`config.mk`:
```
export PLATFORM = sky130hd
export DESIGN_NAME = iter_muldiv
export DESIGN_NICKNAME = d
export VERILOG_FILES = /design/src/rtl/iter_muldiv.sv
export SDC_FILE = /design/constraint.sdc
export NUM_CORES = 1
export LEC_CHECK = 0
export BUFFER_PORTS_ARGS = -buffer_cell sky130_fd_sc_hd__buf_4
export CORE_ASPECT_RATIO = 2
export CORE_UTILIZATION = 31
export CTS_BUF_LIST = sky130_fd_sc_hd__clkbuf_8
export DETAILED_ROUTE_END_ITERATION = 8
export GPL_TIMING_DRIVEN = 0
export PLACE_DENSITY_LB_ADDON = 0.15
export SETUP_SLACK_MARGIN = 0.02
export SYNTH_ARGS = -nofsm -noshare
export SYNTH_HDL_FRONTEND = slang
export SYNTH_SLANG_ARGS = --single-unit
```
`constraint.sdc`:
```
create_clock -name clk -period 9.27 [get_ports clk]
set_clock_uncertainty 0.2 [all_clocks]
set_input_delay 1.854 -clock clk [delete_from_list [all_inputs] [get_ports clk]]
set_output_delay 1.854 -clock clk [all_outputs]
set_load 0.02 [all_outputs]
```
`src/rtl/iter_muldiv.sv`:
```
// Shared iterative MULT/MULTU/DIV/DIVU unit: one result bit per cycle on unsigned
// magnitudes, followed by a single sign-fix cycle and a one-cycle DONE pulse.
module iter_muldiv #(
  parameter int DW = 32
) (
  input  logic            clk,
  input  logic            rst,
  input  logic            start_i,
  input  logic [1:0]      op_i,
  input  logic [DW-1:0]   opdata1_i,
  input  logic [DW-1:0]   opdata2_i,
  input  logic            annul_i,
  output logic            busy_o,
  output logic            ready_o,
  output logic [2*DW-1:0] result_o,
  output logic            dbz_o
);

  localparam int CW = $clog2(DW + 1);

  typedef enum logic [1:0] {IDLE, CALC, FIX, DONE} state_t;

  state_t          state_q, state_d;
  logic [CW-1:0]   cnt_q, cnt_d;
  logic [2*DW-1:0] acc_q, acc_d;
  logic [DW-1:0]   opb_q, opb_d;
  logic            is_div_q, is_div_d;
  logic            s1_q, s1_d;
  logic            s2_q, s2_d;
  logic [2*DW-1:0] result_q, result_d;
  logic            dbz_q, dbz_d;

  function automatic logic [DW-1:0] neg_dw(input logic [DW-1:0] x);
    return (~x) + DW'(1);
  endfunction

  function automatic logic [2*DW-1:0] neg_2dw(input logic [2*DW-1:0] x);
    return (~x) + (2*DW)'(1);
  endfunction

  logic          in_sgn, in_s1, in_s2;
  logic [DW-1:0] in_m1, in_m2;
  logic [DW:0]   mul_sum;
  logic [2*DW-1:0] mul_next;
  logic [DW:0]   div_shift, div_diff;
  logic [2*DW-1:0] div_next;
  logic [DW-1:0] fix_q, fix_r;
  logic [2*DW-1:0] fix_val;

  always_comb begin
    in_sgn = ~op_i[0];
    in_s1  = in_sgn & opdata1_i[DW-1];
    in_s2  = in_sgn & opdata2_i[DW-1];
    in_m1  = in_s1 ? neg_dw(opdata1_i) : opdata1_i;
    in_m2  = in_s2 ? neg_dw(opdata2_i) : opdata2_i;

    // Multiply: add multiplicand into the high half when the current multiplier bit is set, then shift right.
    mul_sum  = {1'b0, acc_q[2*DW-1:DW]} + {1'b0, opb_q};
    mul_next = acc_q[0] ? {mul_sum, acc_q[DW-1:1]} : {1'b0, acc_q[2*DW-1:1]};

    // Divide: high half is the partial remainder, low half shifts dividend out and quotient in.
    div_shift = {acc_q[2*DW-1:DW], acc_q[DW-1]};
    div_diff  = div_shift - {1'b0, opb_q};
    div_next  = div_diff[DW] ? {div_shift[DW-1:0], acc_q[DW-2:0], 1'b0}
                             : {div_diff[DW-1:0],  acc_q[DW-2:0], 1'b1};

    fix_q = (s1_q ^ s2_q) ? neg_dw(acc_q[DW-1:0]) : acc_q[DW-1:0];
    fix_r = s1_q ? neg_dw(acc_q[2*DW-1:DW]) : acc_q[2*DW-1:DW];
    if (is_div_q) fix_val = {fix_r, fix_q};
    else          fix_val = (s1_q ^ s2_q) ? neg_2dw(acc_q) : acc_q;
  end

  always_comb begin
    state_d  = state_q;
    cnt_d    = cnt_q;
    acc_d    = acc_q;
    opb_d    = opb_q;
    is_div_d = is_div_q;
    s1_d     = s1_q;
    s2_d     = s2_q;
    result_d = result_q;
    dbz_d    = dbz_q;
    unique case (state_q)
      IDLE: begin
        if (start_i && !annul_i) begin
          if (op_i[1] && (opdata2_i == {DW{1'b0}})) begin
            result_d = {opdata1_i, {DW{1'b1}}};
            dbz_d    = 1'b1;
            state_d  = DONE;
          end else begin
            is_div_d = op_i[1];
            s1_d     = in_s1;
            s2_d     = in_s2;
            acc_d    = op_i[1] ? {{DW{1'b0}}, in_m1} : {{DW{1'b0}}, in_m2};
            opb_d    = op_i[1] ? in_m2 : in_m1;
            cnt_d    = CW'(DW);
            state_d  = CALC;
          end
        end
      end
      CALC: begin
        if (annul_i) begin
          state_d = IDLE;
        end else begin
          acc_d = is_div_q ? div_next : mul_next;
          cnt_d = cnt_q - CW'(1);
          if (cnt_q == CW'(1)) state_d = FIX;
        end
      end
      FIX: begin
        if (annul_i) begin
          state_d = IDLE;
        end else begin
          result_d = fix_val;
          dbz_d    = 1'b0;
          state_d  = DONE;
        end
      end
      DONE: state_d = IDLE;
      default: state_d = IDLE;
    endcase
  end

  always_ff @(posedge clk) begin
    if (rst) begin
      state_q  <= IDLE;
      cnt_q    <= '0;
      acc_q    <= '0;
      opb_q    <= '0;
      is_div_q <= 1'b0;
      s1_q     <= 1'b0;
      s2_q     <= 1'b0;
      result_q <= '0;
      dbz_q    <= 1'b0;
    end else begin
      state_q  <= state_d;
      cnt_q    <= cnt_d;
      acc_q    <= acc_d;
      opb_q    <= opb_d;
      is_div_q <= is_div_d;
      s1_q     <= s1_d;
      s2_q     <= s2_d;
      result_q <= result_d;
      dbz_q    <= dbz_d;
    end
  end

  assign busy_o   = (state_q != IDLE);
  assign ready_o  = (state_q == DONE);
  assign result_o = result_q;
  assign dbz_o    = dbz_q;

endmodule
```
==> results.cfg <==
[detailed_routing]
final_antenna_net_count = 0
routed-wl-met3_um = 3490
highest_layer = met5
dr.pass1.iters = 7
drt-initial-drc-count = 999
vias_per_cell = 5.81
route.detailed.drc = 0
route.met2.wl_um = 43500
finalWirelength_um = 81100
num_vias = 16600
wl_met1_um = 25000
wl_per_cell_um = 28.4

[timing]
worst_slew_pin_slew_ns = 1.37
slew_headroom_pct = 8.35
holdWs_ns = 0.261
finalWorstPathRequiredPeriod_ns = 5.42
final_hold_viol_count = 0
fmax_mhz = 185
fin_crit_sh_pct = 58.4
drv_slew = 0
final-setup-viol-count = 0
fin_tns_setup_ns = 0
rsz0062_at_grt = false

[worst_setup_path]
r2r_cells = 13
cp.arrival_ns = 5.63
r2r_start = acc_q[31]$_SDFFE_PP0P_
crit_chain = inv_1, ha_1, fa_1, nand2b_1, a21oi_1, o2111ai_1, a31o_2, o311a_1, o21ai_0, clkbuf_1, a21oi_1, o31ai_1, a21oi_1
cp-start-kind = flip-flop
slowest_delay_ns = 0.84
rrSetupSlack_ns = 3.85
crit_fanout = 10
path_common_cell = a21oi_1
r2r-end = acc_q[60]$_SDFFE_PP0P_
cpMaxStageDelayCell = o21ai_0
required_ns = 9.48
worstSetupPathType = flip-flop to flip-flop
timing.critical_path.to_type = flip-flop

[power_and_ir_drop]
p_leak_nw = 6.42
p_seq_share_pct = 39.9
powerDensity_nw_per_um2 = 117
power_switching_w = 0.000816
p_sw_share_pct = 40.6
intPower_w = 0.00119
finalPower_w = 0.00201
ir_worst_vdd_mv = 0.0985
power_frac_comb_pct = 33.4
power_frac_clock_pct = 26.7

[grt]
grt_pass1_vias = 17000
grt_max_degree = 17
grt_use_total_pct = 33.3
grt_pass1_wl_um = 115000
grt_overflow = 0
antenna_found_initial = 3

[worst_hold_path]
hold_path.class = flip-flop to flip-flop
holdPathStages = 2
hp-start = result_o[62]$_SDFFE_PP0P_
whs_endpoint = result_o[62]$_SDFFE_PP0P_

[finish]
final_nets = 2349
layout-drive-gt1-share_pct = 10.0
fin_util_pct = 36.0
syn_to_final_growth_pct = 14.4
fin_cells = 2854

[place]
place_hpwl_um = 67300
dp.cells = 2820
gp_congestion = 1.04
portBuffers = 133

[synth]
netlist_area_um2 = 15000
synth.distinct_cells = 78
syn_inst = 2055
syn-num-nets = 2197
async_reset_ff_share_pct = 0
synthTopCellsByArea = dfxtp_1 23%, nor2_1 6.6%, xnor2_1 5.9%
synth_seq_cells = 172
syn_avg_cell_area_um2 = 7.28
synth_edf_count = 0
yosysWarnings = 0
seq_area_frac_synth_pct = 23.0
yosys.area.top_type = dfxtp_1
synth_ff_type = dfxtp_1
synth_top_area_share_pct = 23.0

[die]
rows = 113
io_pins = 137
initial_core_util_pct = 31.5
die_y_um = 313
coreArea_um2 = 47500
die_area_um2 = 49200
die_x_um = 157

[outcome]
status = complete, no violations

[clock_network]
htree_levels = 4
cts_tree = built
postCtsHoldBufs = 0
clock-sinks = 172
cts_resized = 0
clk_latency_ns = 0.54
cts_max_path_buffers = 2
root_buffer = clkbuf_8
cts_buffers = 17
clkTransAtPathRegs_ns = 0.10
cts_setup_buffers = 0

[run]
cap_violations = 0
[synth_stat cells, types with 25 or more instances]
master    count
o31ai_1      34
dfxtp_1     172
ha_1         70
o211ai_1     32
o21ai_0     117
a21o_1       25
nor3_1       78
mux2i_1      75
nand2_1     177
a311oi_1     30
xor2_1       70
nand3_1      31
xnor2_1     101
a211oi_1     64
a21oi_1     175
a31oi_1      25
nor2_1      265
clkbuf_1    124
inv_1        76
[sequential cells by signal, indices dropped and copies added (netlist names)]
register	cells
acc_q	64
cnt_q	6
dbz_o	1
is_div_q	1
opb_q	32
result_o	64
s1_q	1
s2_q	1
state_q	2
[cell families after synthesis]
family	count (synthesis)	share of synthesized area, %
multiplexers	90	6.15
buffers and inverters	228	5.99
adder cells (fa/ha/maj)	72	6.12
flip-flops	172	23.0
AO/OA/AOI/OAI	621	27.1
AND/OR/NAND/NOR	701	21.6
XOR/XNOR	171	10.0
[stage by stage]
| stage | setup WS [ns] | cell area [um2] |
|---|---|---|
| final | 3.85 | 17100 |
| after detailed placement | 3.43 | 16800 |
| after floorplan | 4.75 | 15000 |
| after CTS | 3.98 | 17100 |
| after global placement | 3.45 | 16800 |
| after global routing | 3.82 | 17100 |
[worst max-delay path by stage]
| stage | start | endpoint | cells past startpoint |
|---|---|---|---|
| floorplan | opdata2_i[27] | opb_q[12]$_SDFFE_PP0P_ | 11 |
| global placement | opdata2_i[5] | result_o[33]$_SDFFE_PP0P_ | 12 |
| detailed placement | opdata2_i[5] | result_o[33]$_SDFFE_PP0P_ | 12 |
| CTS | opdata2_i[5] | result_o[33]$_SDFFE_PP0P_ | 12 |
| global route | opdata2_i[9] | result_o[33]$_SDFFE_PP0P_ | 12 |
| finish | acc_q[31]$_SDFFE_PP0P_ | acc_q[60]$_SDFFE_PP0P_ | 13 |
[cells in the final DEF, fill, tap and decap left out, types with 14 or more instances in the layout]
cell / n
clkbuf_1: 124
buf_4: 138
mux2_2: 15
a31oi_1: 25
or4_1: 14
a21o_1: 25
dfxtp_1: 172
inv_1: 77
xnor2_1: 101
nor2b_1: 19
o41ai_1: 15
nor4_1: 24
nand2b_1: 17
nand4_1: 17
o22ai_1: 14
buf_2: 17
mux2i_1: 75
nand3_1: 31
ha_1: 70
or3_1: 21
o21ai_0: 117
a211oi_1: 64
xor2_1: 70
nor2_1: 265
a21oi_1: 175
o211ai_1: 32
a311oi_1: 30
clkbuf_8: 17
nor3_1: 78
o31ai_1: 34
nand2_1: 177
[power groups by stage]
| stage | Sequential [W] | Combinational (W) | Clock, W |
|---|---|---|---|
| final | 0.000802 | 0.000671 | 0.000538 |
| after global routing | 0.000804 | 0.000711 | 0.000569 |
| after CTS | 0.000801 | 0.000657 | 0.000545 |
| after detailed placement | 0.000818 | 0.000655 | 0 |
| after global placement | 0.000817 | 0.000652 | 0 |
| after floorplan | 0.000801 | 0.000404 | 0 |
[cell type report]
| type | count | area (um2) |
|---|---|---|
| fill | 5236 | 30400 |
| multi-input combinational | 1655 | 10600 |
| sequential | 172 | 3440 |
| timing repair buffer | 133 | 998 |
| tap | 632 | 791 |
| buffer | 151 | 607 |
| inverter | 77 | 289 |
| clock buffer | 17 | 234 |
| clock inverter | 15 | 124 |
| antenna | 2 | 5.00 |
[worst max-delay path: cells and delay by family (launching register included)]
family	cells	cell delay, ns
compound gates	8	2.94
fa+ha+maj	2	0.69
buf+inv	2	0.68
flops	1	0.56
simple gates	1	0.21
[per-layer routing]
metal  global-route usage [%]  vias up
met2                     62.7      650
met4                     33.1        4
li1                         -     7762
met1                     28.8     7873
met5                        0        -
met3                     4.77      301
Power figures use the tool's default switching activity.
